File: config.mk
export PLATFORM = sky130hd
export DESIGN_NAME = fetch_unit_flat
export DESIGN_NICKNAME = d
export VERILOG_FILES = /design/src/rtl/fetch_unit_if.sv /design/src/rtl/fetch_unit.sv /design/src/flat_wrapper.sv
export SDC_FILE = /design/constraint.sdc
export NUM_CORES = 1
export LEC_CHECK = 0
export BUFFER_PORTS_ARGS = -buffer_cell sky130_fd_sc_hd__buf_2
export CAP_MARGIN = 0
export CELL_PAD_IN_SITES_DETAIL_PLACEMENT = 1
export CELL_PAD_IN_SITES_GLOBAL_PLACEMENT = 1
export CORE_UTILIZATION = 36
export DETAILED_ROUTE_END_ITERATION = 7
export PLACE_DENSITY_LB_ADDON = 0.1
export SYNTH_ARGS = -nofsm -noshare
export SYNTH_HDL_FRONTEND = slang
export SYNTH_SLANG_ARGS = --single-unit
File: constraint.sdc
create_clock -name clk -period 3.6 [get_ports clk]
set_clock_uncertainty 0.1 [all_clocks]
set_input_delay 0.54 -clock clk [delete_from_list [all_inputs] [get_ports clk]]
set_output_delay 0.54 -clock clk [all_outputs]
set_load 0.01 [all_outputs]
File: src/rtl/fetch_unit_if.sv
// Fetch-stage bundle: instruction-memory read port, decode-side handshake and branch redirect.
// The fetch unit takes the master view; memory, decode and branch logic take the slave view.
interface fetch_unit_if;
    logic        imem_req;
    logic [31:0] imem_addr;
    logic        imem_ack;
    logic [31:0] imem_rdata;
    logic [31:0] instr;
    logic [5:0]  opcode;
    logic [31:0] pc_out;
    logic        instr_valid;
    logic        instr_ready;
    logic        redirect;
    logic [31:0] redirect_pc;

    modport master (
        output imem_req, imem_addr, instr, opcode, pc_out, instr_valid,
        input  imem_ack, imem_rdata, instr_ready, redirect, redirect_pc
    );

    modport slave (
        input  imem_req, imem_addr, instr, opcode, pc_out, instr_valid,
        output imem_ack, imem_rdata, instr_ready, redirect, redirect_pc
    );
endinterface

File: src/rtl/fetch_unit.sv
// Single-outstanding instruction fetch: request, wait for ack, hold the word for decode,
// and drop in-flight responses after a branch/jump redirect.
//
// state    | meaning
// ---------+-----------------------------------------------------------
// ST_FETCH | issue one-cycle imem_req at PC
// ST_WAIT  | request outstanding, word goes to decode on ack
// ST_HOLD  | instruction presented to decode until accepted or redirected
// ST_DRAIN | request outstanding but stale, its response is discarded
module fetch_unit #(
    parameter logic [31:0] RESET_PC = 32'h0000_0000
) (
    input  logic        clk,
    input  logic        rst,
    fetch_unit_if.master bus
);

    typedef enum logic [1:0] {
        ST_FETCH = 2'd0,
        ST_WAIT  = 2'd1,
        ST_HOLD  = 2'd2,
        ST_DRAIN = 2'd3
    } state_e;

    state_e      state_q, state_d;
    logic [31:0] pc_q, pc_d;
    logic [31:0] instr_q, instr_d;
    logic [31:0] pc_out_q, pc_out_d;
    logic [31:0] redirect_tgt;

    assign redirect_tgt = {bus.redirect_pc[31:2], 2'b00};

    always_ff @(posedge clk) begin
        if (rst) begin
            state_q  <= ST_FETCH;
            pc_q     <= RESET_PC;
            instr_q  <= '0;
            pc_out_q <= '0;
        end else begin
            state_q  <= state_d;
            pc_q     <= pc_d;
            instr_q  <= instr_d;
            pc_out_q <= pc_out_d;
        end
    end

    always_comb begin
        state_d  = state_q;
        pc_d     = pc_q;
        instr_d  = instr_q;
        pc_out_d = pc_out_q;

        unique case (state_q)
            ST_FETCH: begin
                if (bus.redirect) begin
                    pc_d    = redirect_tgt;
                    state_d = ST_DRAIN;
                end else begin
                    state_d = ST_WAIT;
                end
            end
            ST_WAIT: begin
                if (bus.redirect) begin
                    pc_d    = redirect_tgt;
                    state_d = bus.imem_ack ? ST_FETCH : ST_DRAIN;
                end else if (bus.imem_ack) begin
                    instr_d  = bus.imem_rdata;
                    pc_out_d = pc_q;
                    state_d  = ST_HOLD;
                end
            end
            ST_HOLD: begin
                if (bus.redirect) begin
                    pc_d    = redirect_tgt;
                    state_d = ST_FETCH;
                end else if (bus.instr_ready) begin
                    pc_d    = pc_q + 32'd4;
                    state_d = ST_FETCH;
                end
            end
            ST_DRAIN: begin
                // The stale response must still be absorbed before a new request may go out.
                if (bus.redirect) begin
                    pc_d = redirect_tgt;
                end
                if (bus.imem_ack) begin
                    state_d = ST_FETCH;
                end
            end
            default: state_d = ST_FETCH;
        endcase
    end

    // Gated by rst so no request escapes while reset is still held.
    assign bus.imem_req    = (state_q == ST_FETCH) && !rst;
    assign bus.imem_addr   = pc_q;
    assign bus.instr       = instr_q;
    assign bus.opcode      = instr_q[31:26];
    assign bus.pc_out      = pc_out_q;
    assign bus.instr_valid = (state_q == ST_HOLD);

endmodule

File: src/flat_wrapper.sv
// flat-port wrapper written by rule: the top's interface ports become plain ports
module fetch_unit_flat 
#(
    parameter logic [31:0] RESET_PC = 32'h0000_0000
)
  (clk, rst, bus_imem_req, bus_imem_addr, bus_instr, bus_opcode, bus_pc_out, bus_instr_valid, bus_imem_ack, bus_imem_rdata, bus_instr_ready, bus_redirect, bus_redirect_pc);
  fetch_unit_if bus_i ();
  input  logic clk;
  input  logic rst;
  output wire logic [$bits(bus_i.imem_req)-1:0] bus_imem_req;
  output wire logic [$bits(bus_i.imem_addr)-1:0] bus_imem_addr;
  output wire logic [$bits(bus_i.instr)-1:0] bus_instr;
  output wire logic [$bits(bus_i.opcode)-1:0] bus_opcode;
  output wire logic [$bits(bus_i.pc_out)-1:0] bus_pc_out;
  output wire logic [$bits(bus_i.instr_valid)-1:0] bus_instr_valid;
  input wire logic [$bits(bus_i.imem_ack)-1:0] bus_imem_ack;
  input wire logic [$bits(bus_i.imem_rdata)-1:0] bus_imem_rdata;
  input wire logic [$bits(bus_i.instr_ready)-1:0] bus_instr_ready;
  input wire logic [$bits(bus_i.redirect)-1:0] bus_redirect;
  input wire logic [$bits(bus_i.redirect_pc)-1:0] bus_redirect_pc;
  assign bus_imem_req = bus_i.imem_req;
  assign bus_imem_addr = bus_i.imem_addr;
  assign bus_instr = bus_i.instr;
  assign bus_opcode = bus_i.opcode;
  assign bus_pc_out = bus_i.pc_out;
  assign bus_instr_valid = bus_i.instr_valid;
  assign bus_i.imem_ack = bus_imem_ack;
  assign bus_i.imem_rdata = bus_imem_rdata;
  assign bus_i.instr_ready = bus_instr_ready;
  assign bus_i.redirect = bus_redirect;
  assign bus_i.redirect_pc = bus_redirect_pc;
  fetch_unit #(.RESET_PC(RESET_PC)) u_core (.clk(clk), .rst(rst), .bus(bus_i));
endmodule
==> results of run 1 <==
-- per-layer routing --
metal  vias to the layer above  track usage
li1                       2128            -
met1                      2049        0.270
met2                       123        0.379
met3                        21       0.0538
met4                         2       0.0962
met5                         -            0
-- cells in the mapped netlist (all sizes together), types with 3 or more instances --
cell / instances
o21ai: 5
buf: 11
xnor2: 4
xor2: 5
dfxtp: 94
inv: 7
nor4: 8
and3: 5
nand3: 15
or3: 8
o211ai: 5
nand4: 11
or4: 9
or2: 3
and4: 3
clkbuf: 37
nor2: 26
a211oi: 11
nand2: 140
nor3: 14
a21oi: 64
o31ai: 7
a311oi: 15
-- final cells by class --
cell class,count,area (um2)
diodes,1,2.50
clock buffers,11,253
clock inverters,4,70.1
fillers,1417,5720
inverters,7,26.3
multi-input cells,384,2030
flip-flops and latches,94,1880
well taps,140,175
repair buffers,171,871
-- registers in the layout, summed over array words and instances, names as in the netlist --
signal / count
u_core.bus.instr: 32
u_core.bus.imem_addr: 30
u_core.bus.pc_out: 30
u_core.state_q: 2
-- power by group through the flow --
stage               Combinational [uW]  Sequential (uW)  Clock (uW)
detailed placement                 257             1160           0
finish                             254             1140        1040
floorplan                          135             1160           0
global route                       284             1150        1110
CTS                                258             1140        1070
global placement                   250             1160           0
-- worst register-to-register path, delay by kind of cell (launching register included) --
family	cells	cell delay, ns
flops	1	0.44
compound gates	1	0.29
simple gates	3	1.70
-- logic make-up after synthesis --
logic type | share of synthesized area
flops | 0.455
simple gates | 0.281
xor+xnor | 0.0190
compound gates | 0.183
fa+ha+maj | 0.00302
buf+inv | 0.0592
other cells | 0.000906
-- worst max path at each step --
stage	start	endpoint	slack [ns]
6_report	u_core.bus.imem_addr[12]	u_core.bus.imem_addr[22]	0.97
5_1_grt	u_core.bus.imem_addr[12]	u_core.bus.imem_addr[22]	0.84
4_1_cts	u_core.bus.imem_addr[12]	u_core.bus.imem_addr[22]	0.97
3_5_place_dp	bus_instr_ready	u_core.bus.imem_addr[22]	0.93
3_3_place_gp	bus_instr_ready	u_core.bus.imem_addr[24]	1.05
2_1_floorplan	u_core.bus.imem_addr[9]	u_core.bus.imem_addr[24]	1.43
-- metrics by stage --
step | setup WS [ns] | power (uW) | area [um2] | cells
3_3_place_gp | 1.05 | 1410 | 4980 | 796
3_5_place_dp | 0.930 | 1420 | 4980 | 796
2_1_floorplan | 1.43 | 1300 | 4150 | 533
5_1_grt | 0.835 | 2550 | 5310 | 811
6_report | 0.973 | 2430 | 5310 | 812
4_1_cts | 0.969 | 2470 | 5310 | 811
==> impl_results.md, run 1 <==
- Status: finished clean
- Post-Syn Instances: between 500 and 600
- Yosys warns: 0
- Synth Area per Inst: 7.81 um2
- Nets: ~740
- Fin Setup TNS: 0 ns
- WHS Endpoint: u_core.bus.instr[16]
- Post-CTS Setup Inserts: 0
- Synthesis-to-layout area growth: 28.3%
- Final WL: between 10000 and 15000 um
- Met2 wire length: between 6000 and 7000 um
- DRC Markers: 0
- R2r endpoint: u_core.bus.imem_addr[22]
- RePlAce Congestion: 0.771
- Core outline area: about 11000 um2
- Setup violations, final: 0
- Post-synthesis sequential area ratio: 0.455
- Synth area leaders: dfxtp_1, nand2_1, a21oi_1, clkbuf_1, a311oi_1
- Largest net degree at the start of global routing: 74
- Max-slew violation total from the final report: 0
- Initial Utilization: 0.375
- Clk pwr share: 0.426
- Commonest non-fill, non-tap cell in the layout: buf_2
- Switch share: 0.249
- Placed wire-length estimate: ~9000 um
- Port-buffer cells: 166
- CTS tree: done
- Hold-fix buffers, CTS: 0
- Vias in the first global route: about 4200
- Met1 WL: between 5000 and 6000 um
- Met3 wire length: 780 um
- Total track usage: 0.224
- Reg power frac: 0.469
- Most frequent cells in the layout: buf_2, nand2_1, dfxtp_1, a21oi_1, nor2_1
- Clock Latency Late Sink: about 0.35 ns
- Highest routed layer: met5
- Critical path buffers and inverters: 0
- Die Ht: 109 um
- Worst setup path class: reg -> reg
- Iter 0 DRT Violations: 169
- Post-Syn Area: roughly 4100 um2
- Hold_sp: bus_imem_rdata[16]
- Leading area contributor after synthesis: dfxtp_1
- Post-CTS Resized: 0
- Achievable frequency: about 380 MHz
- Max transition margin: 0.344
- Delay-heaviest family, CP: simple AND/OR/NAND/NOR gates
- Maximum root-to-sink buffer count: 2
- Number of synthesized flops with an enable pin: 0
- Final hold vios: 0
- Hold Crit Depth: 3
- CP required: roughly 3.8 ns
- R2R Setup Slk: slightly below 1 ns
- Crit path depth: 4
- Ys async rst share: 0
- Rows: 38
- Clk pin slew, worst setup/hold paths: about 0.07 ns
- Main synth FF type: dfxtp_1
- CTS root buffer: clkbuf_16
- Via density: ~5.3
- Via count: about 4300
- R2R depth: 4
- Worst R2R Start: u_core.bus.imem_addr[12]
- Full die area: ~12000 um2
- Count of boundary I/O pins: ~170
- Initial antenna violation count: 1
- LEAKAGE: roughly 0.0022 uW
- Worst Tran Pin Value: 0.971 ns
- Distinct cells, synth: 48
- Crit Path Max Fanout: 18
- Routed Antenna Nets: 0
- Congestion Overflow GR: 0
- Number of synthesized register bits: 94
- Sw Pwr: approximately 600 uW
- Period utilization: 0.730
- PD cells: roughly 460 nW/um2
- Layout cells sized above 1: 0.291
- Post-synth top area share: 0.455
- Startpoint types: flip-flop
- CP max-delay cell: or4_1
- Int Power: between 1500 and 2000 uW
- Unrepaired setup endpoints after global routing: false
- CP Cell Sequence: nand3_1 -> or4_1 -> or4_1 -> a311oi_1
- VDD IR max: 0.212 mV
- Worst hold slack: between 0.3 and 0.4 ns
- First-pass GRT wire length: between 20000 and 25000 um
- H-tree Lvls: 3
- Max Cap Viol: 0
- CTS Buf Count: 9
- Power share of the combinational group: 0.104
- Crit end category: flip-flop
- Critical path arrival: 2.77 ns
- Clock sink count: 94
- Die width: 109 um
- Most frequent cell on the critical path: or4_1
- Drt wl/cell: about 16 um
- Hold Crit Class: in -> reg
- Period minus WS final: between 2 and 3 ns
- Drt first pass iters: 4
- CP max stage delay: about 0.87 ns
- Core Util, Final: 0.481
Power figures use the tool's default switching activity.
==> run 2: changes to the inputs <==
- CORE_UTILIZATION: 36 -> 30
- clock period: 3.6 -> 2.4 ns (I/O delays scaled with it)
==> run 2 against run 1 <==
Compared with the run above: flip-flop and latch count unchanged; cell count increased by 7.8%; non-clock buffer count increased by 27; worst setup slack got worse by 0.84 ns; global-route usage decreased by 2.1 points; clock-buffer cell count unchanged; critical path depth increased by 1; register-to-register slack got worse by 0.84 ns; largest cell class unchanged.
==> impl_results.md, run 2 (synthesis results as in run 1) <==
- Status: finished clean (unchanged)
- VDD IR max: 0.296 mV (was 0.212 mV)
- Critical path arrival: 2.46 ns (was 2.77 ns)
- Initial antenna violation count: 0 (was 1)
- Core outline area: 13300 um2 (was 11000 um2)
- Commonest non-fill, non-tap cell in the layout: buf_2 (unchanged)
- First-pass GRT wire length: 22900 um (was 20600 um)
- Max-slew violation total from the final report: 0 (unchanged)
- Period utilization: 0.944 (was 0.730)
- Layout cells sized above 1: 0.316 (was 0.291)
- Final WL: 14200 um (was 13100 um)
- Die Ht: 119 um (was 109 um)
- Ant diodes: 0 (was 1)
- PD cells: 661 nW/um2 (was 458 nW/um2)
- Initial Utilization: 0.310 (was 0.375)
- CP required: 2.59 ns (was 3.75 ns)
- Unrepaired setup endpoints after global routing: false (unchanged)
- Port-buffer cells: 166 (unchanged)
- Crit Path Max Fanout: 10 (was 18)
- Clock Latency Late Sink: 0.35 ns (about the same)
- LEAKAGE: 0.00233 uW (was 0.00221 uW)
- Synthesis-to-layout area growth: 34.3% (was 28.3%)
- Achievable frequency: 441 MHz (was 381 MHz)
- Die width: 119 um (was 109 um)
- Period minus WS final: 2.27 ns (was 2.63 ns)
- Post-CTS Setup Inserts: 0 (unchanged)
- Crit end category: flip-flop (unchanged)
- Post-DP Area: 5250 um2 (was 4980 um2)
- Clock sink count: 94 (unchanged)
- RePlAce Congestion: 0.832 (was 0.771)
- Final hold vios: 0 (unchanged)
- Count of boundary I/O pins: 173 (unchanged)
- Rows: 42 (was 38)
- Vias in the first global route: 4483 (was 4187)
- Most frequent cells in the layout: buf_2, nand2_1, dfxtp_1, a21oi_1, buf_4 (was buf_2, nand2_1, dfxtp_1, a21oi_1, nor2_1)
- Max FFs per register: 32 (unchanged)
- Routed Antenna Nets: 0 (unchanged)
- Post-CTS Resized: 0 (unchanged)
- Drt wl/cell: 16.2 um (was 16.1 um)
- Total track usage: 0.203 (was 0.224)
- Post-route design area: 5560 um2 (was 5310 um2)
- Worst Tran Pin Value: 0.572 ns (was 0.971 ns)
- CTS root buffer: clkbuf_16 (unchanged)
- Hold Crit Class: in -> reg (unchanged)
- CTS tree: done (unchanged)
- Core Util, Final: 0.417 (was 0.481)
- DRC Markers: 0 (unchanged)
- CTS Buf Count: 9 (unchanged)
- Congestion Overflow GR: 0 (unchanged)
- Maximum root-to-sink buffer count: 2 (unchanged)
- Worst setup path class: reg -> reg (unchanged)
- Setup violations, final: 0 (unchanged)
- Placed wire-length estimate: 10100 um (was 9010 um)
- Largest net degree at the start of global routing: 46 (was 74)
- H-tree Lvls: 3 (unchanged)
- Full die area: 14300 um2 (was 11900 um2)
- Hold-fix buffers, CTS: 0 (unchanged)
- Fin Setup TNS: 0 ns (unchanged)
- Max Cap Viol: 0 (unchanged)
- Nets: 764 (was 737)
- Max transition margin: 0.616 (was 0.344)
- Clk pin slew, worst setup/hold paths: 0.07 ns (about the same)
- Via density: 5.09 (was 5.32)
- Iter 0 DRT Violations: 136 (was 169)
- Drt first pass iters: 4 (unchanged)
- Via count: 4450 (was 4323)
- Startpoint types: flip-flop (unchanged)
[run 2: critical path, cell delays in order (launching register included)]
cell and delay (ns):
dfxtp_1 0.34, nand3_1 0.17, or4_1 0.72, buf_4 0.26, or4_1 0.53, nand3_1 0.10
[run 2: worst paths after layout]
check	start	end	slack, ns	cells after the start
hold / removal	bus_imem_rdata[24]	u_core.bus.instr[24]	0.14	3
hold reg to reg	u_core.bus.pc_out[28]	u_core.bus.pc_out[28]	0.35	2
setup reg to reg	u_core.bus.imem_addr[12]	u_core.bus.imem_addr[30]	0.13	5
setup / recovery	u_core.bus.imem_addr[12]	u_core.bus.imem_addr[30]	0.13	5
[run 2: per-stage QoR]
stage | hold slack (ns) | power (uW) | std cells | setup WS [ns]
3_5_place_dp | 0.346 | 2170 | 859 | 0.155
6_report | 0.143 | 3680 | 875 | 0.134
5_1_grt | 0.134 | 3850 | 875 | 0.0410
3_3_place_gp | 0.337 | 2150 | 859 | 0.214
2_1_floorplan | 0.364 | 1950 | 533 | 0.232
4_1_cts | 0.132 | 3730 | 875 | 0.127
[run 2: per-layer routing]
metal,global-route usage,share of wire,vias up
met3,0.0407,0.058,21
met4,0.0828,0.021,0
met2,0.336,0.47,135
met1,0.258,0.45,2107
met5,0,0,-
li1,-,-,2187
[run 2: final cells by class]
cell class | instances | area, um2
fillers | 1689 | 7790
multi-input cells | 384 | 2030
flip-flops and latches | 94 | 1880
repair buffers | 198 | 1090
clock buffers | 11 | 233
well taps | 176 | 220
clock inverters | 5 | 83.8
inverters | 7 | 26.3
[run 2: where the power goes]
part / internal [uW] / switching [uW]
Clock: 916 / 632
Combinational: 185 / 253
Sequential: 1620 / 68.4
Total: 2730 / 953
==> run 3: changes to the inputs <==
- CAP_MARGIN: 0 -> default
- CELL_PAD_IN_SITES_DETAIL_PLACEMENT: 1 -> 2
- CELL_PAD_IN_SITES_GLOBAL_PLACEMENT: 1 -> 2
- CORE_ASPECT_RATIO: default -> 0.5
- CORE_UTILIZATION: 30 -> 23
==> run 3 against run 2 <==
Compared with the run above: cell count up 7.3%; first-iteration DRC count rose by 8.1%; total power is 3.0% higher; wire length is 15% higher; maximum frequency is 6.2% higher; largest power group unchanged; critical endpoint is now u_core.bus.imem_addr[17]; flip-flop and latch count unchanged; worst setup slack gained 0.13 ns; highest routed layer unchanged.
==> impl_results.md, run 3 (synthesis results as in run 1) <==
- Status: finished clean (unchanged)
- Achievable frequency: 468 MHz (was 441 MHz)
- Die width: 192 um (was 119 um)
- Count of boundary I/O pins: 173 (unchanged)
- Routed Antenna Nets: 0 (unchanged)
- CTS Buf Count: 9 (unchanged)
- Max-slew violation total from the final report: 0 (unchanged)
- Vias in the first global route: 4709 (was 4483)
- Congestion Overflow GR: 0 (unchanged)
- Clock sink count: 94 (unchanged)
- Final hold vios: 0 (unchanged)
- Worst Tran Pin Value: 0.553 ns (was 0.572 ns)
- First-pass GRT wire length: 25900 um (was 22900 um)
- PD cells: 665 nW/um2 (was 661 nW/um2)
- Fin Setup TNS: 0 ns (unchanged)
- Commonest non-fill, non-tap cell in the layout: buf_2 (unchanged)
- CP max-delay cell: or4_1 (unchanged)
- Synthesis-to-layout area growth: 37.7% (was 34.3%)
- Drt first pass iters: 4 (unchanged)
- Drt wl/cell: 17.4 um (was 16.2 um)
- Ant diodes: 0 (unchanged)
- Final WL: 16300 um (was 14200 um)
- Unrepaired setup endpoints after global routing: false (unchanged)
- Max transition margin: 0.629 (was 0.616)
- RePlAce Congestion: 0.759 (was 0.832)
- Fillers: 2072 (was 1689)
- Place WS: 0.135 ns (was 0.155 ns)
- Via density: 4.80 (was 5.09)
- Initial Utilization: 0.237 (was 0.310)
- Total track usage: 0.179 (was 0.203)
- CTS root buffer: clkbuf_16 (unchanged)
- Core outline area: 17500 um2 (was 13300 um2)
- Setup violations, final: 0 (unchanged)
- Hold Crit Class: in -> reg (unchanged)
- CP Cell Sequence: and3_1 -> buf_4 -> nand3_1 -> or4_1 -> a311oi_1 (was nand3_1 -> or4_1 -> buf_4 -> or4_1 -> nand3_1)
- CTS tree: done (unchanged)
- Port-buffer cells: 166 (unchanged)
- Maximum root-to-sink buffer count: 2 (unchanged)
- Placed wire-length estimate: 11800 um (was 10100 um)
- Crit end category: flip-flop (unchanged)
- LEAKAGE: 0.00238 uW (was 0.00233 uW)
- Rows: 34 (was 42)
- Startpoint types: flip-flop (unchanged)
- Post-CTS Resized: 0 (unchanged)
- Period minus WS final: 2.13 ns (was 2.27 ns)
- Slack of the critical path: 0.265 ns (was 0.134 ns)
- Critical path arrival: 2.29 ns (was 2.46 ns)
- H-tree Lvls: 3 (unchanged)
- Post-CTS Setup Inserts: 0 (unchanged)
- CP required: 2.55 ns (was 2.59 ns)
- DRC Markers: 0 (unchanged)
- Die Ht: 96.9 um (was 119 um)
- Iter 0 DRT Violations: 147 (was 136)
- Power, Total: 3790 uW (was 3680 uW)
- Period utilization: 0.889 (was 0.944)
- Most frequent cells in the layout: buf_2, nand2_1, dfxtp_1, a21oi_1, buf_4 (unchanged)
- Clock Latency Late Sink: 0.35 ns (about the same)
- Max Cap Viol: 0 (unchanged)
- Largest net degree at the start of global routing: 63 (was 46)
- Via count: 4509 (was 4450)
- Initial antenna violation count: 0 (unchanged)
- Post-DP Area: 5360 um2 (was 5250 um2)
- Hold-fix buffers, CTS: 0 (unchanged)
- VDD IR max: 0.324 mV (was 0.296 mV)
- CP max stage delay: 0.52 ns (was 0.72 ns)
- Max FFs per register: 32 (unchanged)
- Post-route design area: 5700 um2 (was 5560 um2)
- Worst setup path class: reg -> reg (unchanged)
- Clk pin slew, worst setup/hold paths: 0.07 ns (about the same)
- Full die area: 18600 um2 (was 14300 um2)
- Nets: 770 (was 764)
- Core Util, Final: 0.326 (was 0.417)
- Layout cells sized above 1: 0.325 (was 0.316)
- Crit Path Max Fanout: 8 (was 10)
-- run 3: report_power, final --
| group | leakage, uW | switching, uW | total (uW) | internal (uW) |
|---|---|---|---|---|
| Clock | 0.000166 | 637 | 1640 | 999 |
| Combinational | 0.00145 | 274 | 469 | 194 |
| Sequential | 0.000767 | 63.4 | 1690 | 1620 |
| Total | 0.00238 | 974 | 3790 | 2820 |
-- run 3: critical path: cells and delay by family (launching register included) --
kind                   cells  cell delay [ns]
and+or+nand+nor            3             0.98
buffers and inverters      1             0.17
AOI/OAI and AO/OA          1             0.30
DFF                        1             0.47
-- run 3: final cells by class --
| cell class | count | area [um2] | area share |
|---|---|---|---|
| sequential | 94 | 1880 | 0.330 |
| timing repair buffer | 204 | 1130 | 0.198 |
| clock inverter | 3 | 65.1 | 0.0114 |
| inverter | 7 | 26.3 | 0.00461 |
| clock buffer | 13 | 270 | 0.0474 |
| tap | 234 | 293 | 0.0513 |
| multi-input combinational | 384 | 2030 | 0.357 |
-- run 3: per-stage QoR --
stage          std cells  hold WS [ns]
2_1_floorplan        533         0.364
3_3_place_gp         923         0.339
3_5_place_dp         923         0.350
4_1_cts              939         0.131
5_1_grt              939         0.138
6_report             939         0.139
-- run 3: final timing paths --
check / start / endpoint / slack, ns / cells after the start
setup / recovery: u_core.bus.imem_addr[4] / u_core.bus.imem_addr[17] / 0.27 / 5
hold / removal: bus_redirect_pc[2] / u_core.bus.imem_addr[2] / 0.14 / 2
setup reg to reg: u_core.bus.imem_addr[4] / u_core.bus.imem_addr[17] / 0.27 / 5
hold reg to reg: u_core.bus.instr[22] / u_core.bus.instr[22] / 0.35 / 2
-- run 3: layer usage --
metal	vias to the layer above	routed length, um	track usage
met5	-	0	0
met4	0	102	0.0293
met3	9	1010	0.0617
met2	100	7250	0.285
met1	2205	7960	0.235
li1	2195	-	-
